## src/rtl/conv_stream_engine_pkg.sv

```systemverilog
// Shared types and helpers for the streaming 1-D convolution engine.
package conv_stream_engine_pkg;

  typedef enum logic [2:0] {
    IDLE   = 3'd0,
    LOAD_F = 3'd1,
    LOAD_X = 3'd2,
    MAC    = 3'd3,
    OUT    = 3'd4
  } state_t;

  function automatic int ceil_div(input int a, input int b);
    return (a + b - 1) / b;
  endfunction

  // Minimum one bit, so single-entry counters still have a legal width.
  function automatic int bits_for(input int n);
    return (n <= 2) ? 1 : $clog2(n);
  endfunction

endpackage

```

## src/rtl/conv_stream_engine_if.sv

```systemverilog
// Filter, sample and result streams of the convolution engine as one bundle.
interface conv_stream_engine_if #(
  parameter int WIDTH = 16
);
  logic signed [WIDTH-1:0] s_data_f;
  logic                    s_valid_f;
  logic                    s_ready_f;
  logic signed [WIDTH-1:0] s_data_x;
  logic                    s_valid_x;
  logic                    s_ready_x;
  logic signed [WIDTH-1:0] m_data_y;
  logic                    m_valid_y;
  logic                    m_ready_y;

  modport master (
    output s_data_f, s_valid_f, s_data_x, s_valid_x, m_ready_y,
    input  s_ready_f, s_ready_x, m_data_y, m_valid_y
  );

  modport slave (
    input  s_data_f, s_valid_f, s_data_x, s_valid_x, m_ready_y,
    output s_ready_f, s_ready_x, m_data_y, m_valid_y
  );
endinterface

```

## src/rtl/conv_mac_lane.sv

```systemverilog
// One MAC lane: saturated product register, saturating accumulator, optional ReLU.
module conv_mac_lane #(
  parameter int WIDTH = 16,
  parameter int RELU  = 1
) (
  input  logic                    clk,
  input  logic                    reset,
  input  logic                    clr_i,
  input  logic                    mul_en_i,
  input  logic                    acc_en_i,
  input  logic signed [WIDTH-1:0] x_i,
  input  logic signed [WIDTH-1:0] f_i,
  output logic signed [WIDTH-1:0] y_o
);

  localparam logic signed [WIDTH-1:0] MAXV = {1'b0, {(WIDTH-1){1'b1}}};
  localparam logic signed [WIDTH-1:0] MINV = {1'b1, {(WIDTH-1){1'b0}}};

  logic signed [2*WIDTH-1:0] prod_full;
  logic signed [WIDTH-1:0]   prod_sat;
  logic signed [WIDTH-1:0]   prod_q;
  logic signed [WIDTH-1:0]   acc_q;
  logic signed [WIDTH-1:0]   acc_d;
  logic        [WIDTH:0]     sum;

  assign prod_full = x_i * f_i;

  // A value fits in WIDTH bits when its top WIDTH+1 bits are all sign copies.
  always_comb begin
    prod_sat = prod_full[WIDTH-1:0];
    if (prod_full[2*WIDTH-1:WIDTH-1] != {(WIDTH+1){prod_full[2*WIDTH-1]}})
      prod_sat = prod_full[2*WIDTH-1] ? MINV : MAXV;
    sum   = {acc_q[WIDTH-1], acc_q} + {prod_q[WIDTH-1], prod_q};
    acc_d = sum[WIDTH-1:0];
    if (sum[WIDTH] != sum[WIDTH-1])
      acc_d = sum[WIDTH] ? MINV : MAXV;
  end

  always_ff @(posedge clk) begin
    if (reset) begin
      prod_q <= '0;
      acc_q  <= '0;
    end else begin
      if (mul_en_i) prod_q <= prod_sat;
      if (clr_i) acc_q <= '0;
      else if (acc_en_i) acc_q <= acc_d;
    end
  end

  assign y_o = ((RELU != 0) && acc_q[WIDTH-1]) ? '0 : acc_q;

endmodule

```

## src/rtl/conv_stream_engine.sv

```systemverilog
// Streaming 1-D valid convolution with run-time loadable filter and P parallel MAC lanes.
// state  | meaning
// IDLE   | waiting for a filter load or (once a filter is loaded) the first sample
// LOAD_F | accepting f[1..LENF-1]
// LOAD_X | accepting x[1..LENX-1]
// MAC    | reading RAMs and accumulating one group of P outputs
// OUT    | presenting the group's valid lanes in order
module conv_stream_engine
  import conv_stream_engine_pkg::*;
#(
  parameter int WIDTH = 16,
  parameter int LENX  = 64,
  parameter int LENF  = 33,
  parameter int P     = 2,
  parameter int RELU  = 1
) (
  input logic                 clk,
  input logic                 reset,
  conv_stream_engine_if.slave bus
);

  localparam int NOUT = LENX - LENF + 1;
  localparam int NGRP = ceil_div(NOUT, P);
  localparam int AW   = bits_for(LENX);
  localparam int FW   = bits_for(LENF);
  localparam int CYW  = bits_for(LENF + 2);
  localparam int LW   = bits_for(P);
  localparam int GW   = bits_for(NGRP);

  state_t          state_q, state_d;
  logic            f_loaded_q, f_loaded_d;
  logic [FW-1:0]   f_cnt_q, f_cnt_d;
  logic [AW-1:0]   x_cnt_q, x_cnt_d;
  logic [CYW-1:0]  cyc_q, cyc_d;
  logic [AW-1:0]   base_q, base_d;
  logic [GW-1:0]   grp_q, grp_d;
  logic [LW-1:0]   lane_q, lane_d;

  logic signed [WIDTH-1:0] f_mem [LENF];
  logic signed [WIDTH-1:0] x_mem [P][LENX];
  logic signed [WIDTH-1:0] f_rd_q;
  logic signed [WIDTH-1:0] lane_y [P];
  logic signed [WIDTH-1:0] m_data;
  logic [P-1:0]            lane_act;
  logic [AW-1:0]           x_addr [P];

  logic s_ready_f, s_ready_x, f_fire, x_fire;
  logic rd_en, mac_clr, mac_mul, mac_acc, lane_last;

  // x waits for the filter, and a pending coefficient wins the IDLE arbitration.
  assign s_ready_f = !reset && ((state_q == IDLE) || (state_q == LOAD_F));
  assign s_ready_x = !reset && ((state_q == LOAD_X) ||
                     ((state_q == IDLE) && f_loaded_q && !bus.s_valid_f));
  assign f_fire    = bus.s_valid_f && s_ready_f;
  assign x_fire    = bus.s_valid_x && s_ready_x;

  // Pipeline: read at cycle c, product at c+1, accumulate at c+2.
  assign rd_en   = (state_q == MAC) && (cyc_q < CYW'(LENF));
  assign mac_clr = (state_q == MAC) && (cyc_q == '0);
  assign mac_mul = (state_q == MAC) && (cyc_q != '0) && (cyc_q <= CYW'(LENF));
  assign mac_acc = (state_q == MAC) && (cyc_q >= CYW'(2));

  always_comb begin
    for (int l = 0; l < P; l++) begin
      lane_act[l] = (int'(base_q) + l) < NOUT;
      x_addr[l]   = base_q + AW'(l) + AW'(cyc_q);
    end
  end

  assign lane_last = (lane_q == LW'(P - 1)) || ((int'(base_q) + int'(lane_q) + 1) >= NOUT);

  always_ff @(posedge clk) begin
    if (f_fire) f_mem[f_cnt_q] <= bus.s_data_f;
    if (rd_en) f_rd_q <= f_mem[cyc_q[FW-1:0]];
  end

  // Every lane keeps its own sample copy so all lanes read in the same cycle.
  always_ff @(posedge clk) begin
    for (int l = 0; l < P; l++)
      if (x_fire) x_mem[l][x_cnt_q] <= bus.s_data_x;
  end

  for (genvar l = 0; l < P; l++) begin : g_lane
    logic signed [WIDTH-1:0] x_rd_q;

    always_ff @(posedge clk) begin
      if (rd_en && lane_act[l]) x_rd_q <= x_mem[l][x_addr[l]];
    end

    conv_mac_lane #(
      .WIDTH (WIDTH),
      .RELU  (RELU)
    ) u_lane (
      .clk      (clk),
      .reset    (reset),
      .clr_i    (mac_clr),
      .mul_en_i (mac_mul),
      .acc_en_i (mac_acc),
      .x_i      (x_rd_q),
      .f_i      (f_rd_q),
      .y_o      (lane_y[l])
    );
  end

  always_comb begin
    state_d    = state_q;
    f_loaded_d = f_loaded_q;
    f_cnt_d    = f_cnt_q;
    x_cnt_d    = x_cnt_q;
    cyc_d      = cyc_q;
    base_d     = base_q;
    grp_d      = grp_q;
    lane_d     = lane_q;
    case (state_q)
      IDLE: begin
        if (f_fire) begin
          state_d = LOAD_F;
          f_cnt_d = FW'(1);
        end else if (x_fire) begin
          state_d = LOAD_X;
          x_cnt_d = AW'(1);
        end
      end
      LOAD_F: begin
        if (f_fire) begin
          if (f_cnt_q == FW'(LENF - 1)) begin
            state_d    = IDLE;
            f_cnt_d    = '0;
            f_loaded_d = 1'b1;
          end else begin
            f_cnt_d = f_cnt_q + 1'b1;
          end
        end
      end
      LOAD_X: begin
        if (x_fire) begin
          if (x_cnt_q == AW'(LENX - 1)) begin
            state_d = MAC;
            x_cnt_d = '0;
            cyc_d   = '0;
            base_d  = '0;
            grp_d   = '0;
          end else begin
            x_cnt_d = x_cnt_q + 1'b1;
          end
        end
      end
      MAC: begin
        if (cyc_q == CYW'(LENF + 1)) begin
          state_d = OUT;
          lane_d  = '0;
        end else begin
          cyc_d = cyc_q + 1'b1;
        end
      end
      OUT: begin
        if (bus.m_ready_y) begin
          if (lane_last) begin
            if (grp_q == GW'(NGRP - 1)) begin
              state_d = IDLE;
            end else begin
              state_d = MAC;
              cyc_d   = '0;
              base_d  = base_q + AW'(P);
              grp_d   = grp_q + 1'b1;
            end
          end else begin
            lane_d = lane_q + 1'b1;
          end
        end
      end
      default: state_d = IDLE;
    endcase
  end

  always_ff @(posedge clk) begin
    if (reset) begin
      state_q    <= IDLE;
      f_loaded_q <= 1'b0;
      f_cnt_q    <= '0;
      x_cnt_q    <= '0;
      cyc_q      <= '0;
      base_q     <= '0;
      grp_q      <= '0;
      lane_q     <= '0;
    end else begin
      state_q    <= state_d;
      f_loaded_q <= f_loaded_d;
      f_cnt_q    <= f_cnt_d;
      x_cnt_q    <= x_cnt_d;
      cyc_q      <= cyc_d;
      base_q     <= base_d;
      grp_q      <= grp_d;
      lane_q     <= lane_d;
    end
  end

  always_comb begin
    m_data = '0;
    if (state_q == OUT) m_data = lane_y[lane_q];
  end

  assign bus.s_ready_f = s_ready_f;
  assign bus.s_ready_x = s_ready_x;
  assign bus.m_valid_y = (state_q == OUT);
  assign bus.m_data_y  = m_data;

endmodule

```

## src/flat_wrapper.sv

```systemverilog
// flat-port wrapper written by rule: the top's interface ports become plain ports
module conv_stream_engine_flat import conv_stream_engine_pkg::*;
#(
  parameter int WIDTH = 16,
  parameter int LENX  = 64,
  parameter int LENF  = 33,
  parameter int P     = 2,
  parameter int RELU  = 1
)
  (clk, reset, bus_s_data_f, bus_s_valid_f, bus_s_data_x, bus_s_valid_x, bus_m_ready_y, bus_s_ready_f, bus_s_ready_x, bus_m_data_y, bus_m_valid_y);
  conv_stream_engine_if #(.WIDTH(WIDTH)) bus_i ();
  input logic clk;
  input logic reset;
  input wire logic [$bits(bus_i.s_data_f)-1:0] bus_s_data_f;
  input wire logic [$bits(bus_i.s_valid_f)-1:0] bus_s_valid_f;
  input wire logic [$bits(bus_i.s_data_x)-1:0] bus_s_data_x;
  input wire logic [$bits(bus_i.s_valid_x)-1:0] bus_s_valid_x;
  input wire logic [$bits(bus_i.m_ready_y)-1:0] bus_m_ready_y;
  output wire logic [$bits(bus_i.s_ready_f)-1:0] bus_s_ready_f;
  output wire logic [$bits(bus_i.s_ready_x)-1:0] bus_s_ready_x;
  output wire logic [$bits(bus_i.m_data_y)-1:0] bus_m_data_y;
  output wire logic [$bits(bus_i.m_valid_y)-1:0] bus_m_valid_y;
  assign bus_i.s_data_f = bus_s_data_f;
  assign bus_i.s_valid_f = bus_s_valid_f;
  assign bus_i.s_data_x = bus_s_data_x;
  assign bus_i.s_valid_x = bus_s_valid_x;
  assign bus_i.m_ready_y = bus_m_ready_y;
  assign bus_s_ready_f = bus_i.s_ready_f;
  assign bus_s_ready_x = bus_i.s_ready_x;
  assign bus_m_data_y = bus_i.m_data_y;
  assign bus_m_valid_y = bus_i.m_valid_y;
  conv_stream_engine #(.WIDTH(WIDTH), .LENX(LENX), .LENF(LENF), .P(P), .RELU(RELU)) u_core (.clk(clk), .reset(reset), .bus(bus_i));
endmodule
```

## config.mk

```make
export PLATFORM = sky130hd
export DESIGN_NAME = conv_stream_engine_flat
export DESIGN_NICKNAME = d
export VERILOG_FILES = /design/src/rtl/conv_stream_engine_pkg.sv /design/src/rtl/conv_stream_engine_if.sv /design/src/rtl/conv_mac_lane.sv /design/src/rtl/conv_stream_engine.sv /design/src/flat_wrapper.sv
export SDC_FILE = /design/constraint.sdc
export NUM_CORES = 2
export LEC_CHECK = 0
export CELL_PAD_IN_SITES_DETAIL_PLACEMENT = 2
export CELL_PAD_IN_SITES_GLOBAL_PLACEMENT = 2
export CORE_MARGIN = 3
export CORE_UTILIZATION = 25
export CTS_BUF_LIST = sky130_fd_sc_hd__clkbuf_16
export DETAILED_ROUTE_END_ITERATION = 6
export PLACE_DENSITY = 0.48
export SLEW_MARGIN = 0
export SYNTH_ARGS = -nofsm -noshare
export SYNTH_HDL_FRONTEND = slang
export SYNTH_SLANG_ARGS = --single-unit
```

## constraint.sdc

```tcl
create_clock -name clk -period 15 [get_ports clk]
set_clock_uncertainty 0.2 [all_clocks]
set_input_delay 1.5 -clock clk [delete_from_list [all_inputs] [get_ports clk]]
set_output_delay 1.5 -clock clk [all_outputs]
set_load 0.02 [all_outputs]
```

==> Yosys cells after proc, flatten, opt, wreduce, memory -nomap -nowiden <==
Memory sizes are Yosys's and may differ from the RTL's. A register that Yosys moved wholly into a read port is not among the register bits.
Cells that the tools add are included.
{ "totals": {"ff_bits": 129, "ram_bits": 2576, "out_inout_bits": 19, "n_memories": 2} }
{ "mem_list": {"columns": ["name", "words", "width", "rd", "rd_clocked_by_memory_dff", "write_ports", "line", "source"], "rows": [
  ["u_core.x_mem", 2, 1024, 2, 0, 2, "conv_stream_engine.sv:40", "logic signed [WIDTH-1:0] x_mem [P][LENX];"],
  ["u_core.f_mem", 33, 16, 1, 1, 1, "conv_stream_engine.sv:39", "logic signed [WIDTH-1:0] f_mem [LENF];"]
]} }
{ "op_classes": {"n_addsub": 14, "mul": 2, "magnitude_cmp": 11, "n_eq_ne": 26, "n_mux": 67, "n_bitwise": 4, "n_reduce_logical": 35} }
{ "ops": {"columns": ["cell", "count"], "rows": [
  ["$mux W1024", 1],
  ["$mux W16", 16],
  ["$bmux W16 S6", 2],
  ["$demux W16 S6", 1],
  ["$mux W6", 16],
  ["$mul A16 B16 Y32", 2],
  ["$mux W15", 3],
  ["$pmux W6 S2", 3],
  ["$add A16 B16 Y17", 2],
  ["$add A32 B2 Y32 const B", 1],
  ["$ge A32 B7 Y1 const B", 1],
  ["$lt A32 B7 Y1 const B", 1],
  ["$ne A16 B16 Y1", 2],
  ["$mux W3", 9],
  ["$add A6 B1 Y6 const B", 4],
  ["$ge A7 B7 Y1 const B", 3],
  ["$not A6 Y7", 3],
  ["$mux W4", 5],
  ["$eq A6 B6 Y1 const B", 3],
  ["$pmux W6 S3", 1],
  ["$ne A2 B2 Y1 const B", 8],
  ["$pmux W3 S5", 1],
  ["$logic_and A1 B1 Y1", 14],
  ["$add A6 B6 Y6", 2],
  ["other kinds (35)", 55]
]} }

==> Longest topological paths before layout <==
{ "depth": {"ltp_word": 9, "ltp_mapped": 27} }

==> Cells and area by module <==
A second synthesis with hierarchy kept.
{ "hier_totals": {"cells_unflattened": 6321, "hier_area_um2": 96556.4} }
{ "modules_own_cells": {"columns": ["module", "n_inst", "cells_per_inst", "area_per_inst_um2"], "rows": [
  ["conv_stream_engine", 1, 3452, 71388.5],
  ["conv_mac_lane (u_core.g_lane[1].u_lane)", 1, 1422, 12669.7],
  ["conv_mac_lane (u_core.g_lane[0].u_lane)", 1, 1447, 12498.2]
]} }

==> Least setup slack after synthesis <==
No wires, ideal clock.
{ "synth_timing": {"path_type": "register to register", "start": "reg u_core.g_lane[1].x_rd_q[15]", "end": "reg u_core.g_lane[1].u_lane.prod_q[0]", "setup_time_ps": 60, "t_arrival_ps": 7115, "setup_slack_ps": 7625, "path_stages_with_launch": 25, "path_buffers": 2, "synth_period_minus_slack_ps": 7375, "cell_sequence": "edfxtp_1 -> clkbuf_1 -> nand2_1 -> inv_1 -> fa_1 -> fa_1 -> fa_1 -> fa_1 -> fa_1 -> inv_1 -> fa_1 -> inv_1 -> ha_1 -> inv_1 -> o21bai_1 -> a21o_1 -> nor4_1 -> a21oi_2 -> or4b_1 -> nand3_1 -> o221ai_1 -> or4_4 -> a21oi_4 -> buf_6 -> a221o_1"} }
{ "synth_via": {"elab_chain_cells": 3, "elab_cells_between_ends": 4, "classes_between": "mul: 1; eq/ne: 1; mux: 2"} }
{ "synth_rtl": {"columns": ["item", "line", "source"], "rows": [
  ["from (decl)", "conv_stream_engine.sv:84", "logic signed [WIDTH-1:0] x_rd_q;"],
  ["from (signal assigned)", "conv_stream_engine.sv:87", "if (rd_en && lane_act[l]) x_rd_q <= x_mem[l][x_addr[l]];"],
  ["$mul A16 B16 Y32 *", "conv_mac_lane.sv:26", "assign prod_full = x_i * f_i;"],
  ["$ne A16 B16 Y1 / $mux W16 (equally long branches)", "conv_mac_lane.sv:31, conv_mac_lane.sv:32", null],
  ["$mux W16 *", "conv_mac_lane.sv:31", "if (prod_full[2*WIDTH-1:WIDTH-1] != {(WIDTH+1){prod_full[2*WIDTH-1]}})"],
  ["to (signal assigned)", "conv_mac_lane.sv:44", "if (mul_en_i) prod_q <= prod_sat;"],
  ["to (decl)", "conv_mac_lane.sv:21", "logic signed [WIDTH-1:0] prod_q;"]
]} }
Every way passes the cells marked *; elsewhere a longest branch is shown, timed or not.
A chain may end at the register's enable or synchronous reset.

==> Worst setup path after layout <==
{ "layout_timing": {"start": "reg u_core.g_lane[1].x_rd_q[8]", "end": "reg u_core.g_lane[1].u_lane.prod_q[3]"} }
The elaborated chain is that of the path after synthesis.

==> key figures <==
Outcome
  – Outcome: finished clean

Setup path
  – Ordered list of cells on the worst path: and2_1 -> fa_1 -> inv_1 -> fa_1 -> fa_1 -> inv_1 -> fa_1 -> fa_1 -> inv_1 -> fa_1 -> inv_1 -> ha_1 -> nand3_1 -> or3_1 -> o22ai_4 -> a311oi_4 -> o311a_1 -> o21bai_1 -> a21oi_1 -> xnor2_1 -> a21oi_4 -> a221o_2
  – R2r worst-path depth: 22
  – Startpoint Class: flop
  – R2R Setup Slk: between 6 and 7 ns
  – Top cell by count, worst path: fa_1
  – Reg2reg end: u_core.g_lane[1].u_lane.prod_q[3]
  – CP arrival: 9.14 ns
  – Worst-path fanout max: 16
  – CP endpoint kind: flop
  – CP max-delay cell: edfxtp_1
  – Critical path class: reg -> reg
  – Top delay family on crit path: adder cells
  – Worst reg2reg startpoint: u_core.g_lane[1].x_rd_q[8]
  – Max incr delay on CP: 0.97 ns
  – CP Buf/Inv Count: 4
  – Data required, critical path: 15.52 ns

Global routing
  – Global-route wire length before repair: 460000 um
  – Vias in the first global route: 60700
  – Largest net degree at the start of global routing: a little over 100
  – Initial antenna violation count: 13
  – Global route overflow: 0
  – Gr usage total: 0.164

Floorplanning
  – Initial Util: 0.252
  – Num rows: 225
  – DIE AREA: 0.386 sq mm
  – Die Y-Extent: 622 um
  – Io pins: 56
  – Die Width: a little over 600 um
  – Core area: 0.376 sq mm

Clock tree
  – H-tree depth: 4
  – Bufs on Longest Clock Path: 4
  – Worst-path clk slew: roughly 0.060 ns
  – Cts repair resizes: 0
  – Root buf cell: clkbuf_16
  – CTS tree: built
  – Num CTS Buffers: 201
  – Post-CTS Setup Repair Bufs: 0
  – Hold buffers post-CTS: 0
  – CTS sink count: ~1700
  – Clock latency on the worst-skew pair: 0.90 ns

Routing
  – DRT iter0 DRCs: between 3000 and 4000
  – DRC: 0
  – WL per Instance: 28.7 um
  – Via count: 53200
  – 1st-pass router iterations: 5
  – Via/cell ratio: 4.79
  – Drt total wl: 319000 um
  – Routed Antenna Nets: 0

STA
  – Worst hold slack: 0.308 ns
  – Slew Limit Fails: 0
  – Setup Total Neg Slack: 0 ns
  – Final hold violation count: 0
  – Maximum clock frequency: 116 MHz
  – Crit share post-route: 0.575
  – Tmin final: 8.63 ns
  – Slew headroom: 0.153
  – Final setup fails: 0
  – Worst Tran Pin Value: between 1 and 1.5 ns
  – Unrepaired setup endpoints after global routing: no

Synth
  – Syn Inst Count: slightly below 6000
  – Primary FF master, synth: edfxtp_1
  – #FFs+latches synth: between 1500 and 2000
  – Post-synth EDFFs: 1600
  – Mapped Area: approximately 0.095 sq mm
  – Ys Warns: 0
  – Most area-consuming cells after synthesis: edfxtp_1 (51%), mux4_2 (19%), fa_1 (11%), ha_1 (2.8%), inv_1 (2.4%)
  – Post-synthesis sequential area ratio: 0.527
  – Post-synth top area cell: edfxtp_1
  – Post-synth top cells: edfxtp_1 (1600), mux4_2 (816), inv_1 (595)
  – Avg Inst Size Synth: 16.2 sq um
  – Count leader, synth: edfxtp_1
  – Post-Syn Nets: ~6600
  – Asr flop ratio synth: 0
  – Top-area cell type share of the netlist area: 0.507
  – Cell variety after synth: 93

Cells and area
  – Ratio of cells with drive above 1 in the final layout: 0.233
  – Post-layout nets: roughly 6700
  – Area Growth Syn to Fin: 14.4%

Power and ir drop
  – Switching Share: 0.407
  – Net Sw Power: 8.80 mW
  – Pint: 12.8 mW
  – Leak: approximately 36 nW
  – Power Total: 21.6 mW
  – Peak VDD IR: ~210 uV
  – Logic gate share of total power: 0.535
  – Clk pwr share: 0.221
  – Power Density: 199 mW/mm^2
  – Part of the power in registers: 0.244

Worst hold path
  – Min-Delay Path Class: reg -> reg
  – Worst hold endpoint: u_core.g_lane[1].u_lane.prod_q[3]
  – Beginning of the worst hold path: u_core.g_lane[1].u_lane.prod_q[3]
  – Hold Path Cell Cnt: 1

Placed design
  – Gpl congestion: approximately 0.74
  – IO buf count: 54
  – Detailed placement HPWL: 201000 um

Job
  – Max cap viols: 0
[worst max path at each step]
stage / startpoint / to / slack [ns] / cells after the start
final: u_core.g_lane[1].x_rd_q[8] / u_core.g_lane[1].u_lane.prod_q[3] / 6.37 / 22
after global routing: u_core.g_lane[1].x_rd_q[8] / u_core.g_lane[1].u_lane.prod_q[3] / 5.81 / 22
after CTS: u_core.g_lane[1].x_rd_q[8] / u_core.g_lane[1].u_lane.prod_q[3] / 5.96 / 22
after detailed placement: u_core.g_lane[1].x_rd_q[8] / u_core.g_lane[1].u_lane.prod_q[1] / 5.99 / 22
after global placement: u_core.g_lane[1].x_rd_q[9] / u_core.g_lane[1].u_lane.prod_q[3] / 6.02 / 22
after floorplan: u_core.g_lane[1].x_rd_q[15] / u_core.g_lane[1].u_lane.prod_q[0] / 7.62 / 24
[stage by stage]
stage / cells / util / setup WS (ns) / instance area (sq um)
6_report: 11100 / 0.288 / 6.37 / 108000
5_1_grt: 11100 / 0.288 / 5.81 / 108000
4_1_cts: 11100 / 0.288 / 5.96 / 108000
3_5_place_dp: 10700 / 0.271 / 5.99 / 102000
3_3_place_gp: 10700 / 0.271 / 6.02 / 102000
2_1_floorplan: 5847 / - / 7.62 / 94800
[placed cells by master, fill, tap and decap left out, types with 18 or more instances in the layout]
cell type	instances
a211oi_1	61
a21o_1	29
a21oi_1	106
and2_1	260
buf_4	150
bufinv_16	18
clkbuf_16	202
clkdlybuf4s50_1	37
clkinv_1	48
clkinv_2	32
dfxtp_1	92
edfxtp_1	1600
fa_1	526
ha_1	210
inv_1	633
maj3_1	18
mux2i_1	37
mux4_2	816
nand2_1	327
nand2b_1	19
nand3_1	27
nor2_1	193
nor2_2	65
nor2_4	30
nor2b_1	32
nor3_1	31
o21ai_0	77
xnor2_1	63
xor2_1	41
[power groups by stage]
| stage | Clock (mW) | Combinational, mW | Sequential [mW] |
|---|---|---|---|
| detailed placement | 0 | 11.8 | 5.38 |
| finish | 4.78 | 11.6 | 5.28 |
| global placement | 0 | 11.8 | 5.38 |
| CTS | 4.93 | 11.9 | 5.28 |
| floorplan | 0 | 8.11 | 5.34 |
| global route | 5.11 | 12.9 | 5.28 |
[routing by layer]
metal | vias to the layer above | part of all wire | GRT usage
met5 | - | 0 | 0
met4 | 0 | 0.018 | 0.0300
met3 | 282 | 0.030 | 0.0156
met2 | 837 | 0.50 | 0.286
met1 | 29800 | 0.45 | 0.222
li1 | 22300 | - | -
[area by class of cell]
type | count | area [sq um]
Antenna cell | 8 | 20.0
Clock buffer | 202 | 5050
Clock inverter | 150 | 1230
Fill cell | 38600 | 268000
Inverter | 595 | 2230
Multi-Input combinational cell | 3231 | 41800
Sequential cell | 1696 | 50000
Tap cell | 4994 | 6250
Timing Repair Buffer | 215 | 1800
[cells by family after synthesis]
group | synth area share
xor+xnor | 0.0104
mux | 0.198
flops | 0.527
simple gates | 0.0553
fa+ha+maj | 0.141
compound gates | 0.0310
buf+inv | 0.0368
other cells | 0.0000396
[flip-flops by register name, indices dropped and copies added (netlist names)]
register,cells
u_core.x_mem,1024
u_core.f_mem,528
u_core.g_lane.u_lane.acc_q,32
u_core.g_lane.u_lane.prod_q,32
u_core.g_lane.x_rd_q,32
u_core.f_rd_q,16
u_core.cyc_q,6
u_core.f_cnt_q,6
u_core.x_cnt_q,6
u_core.base_q,5
u_core.grp_q,4
u_core.state_q,3
u_core.f_loaded_q,1
u_core.lane_q,1
Note: power is estimated with default switching activity, not from simulation.
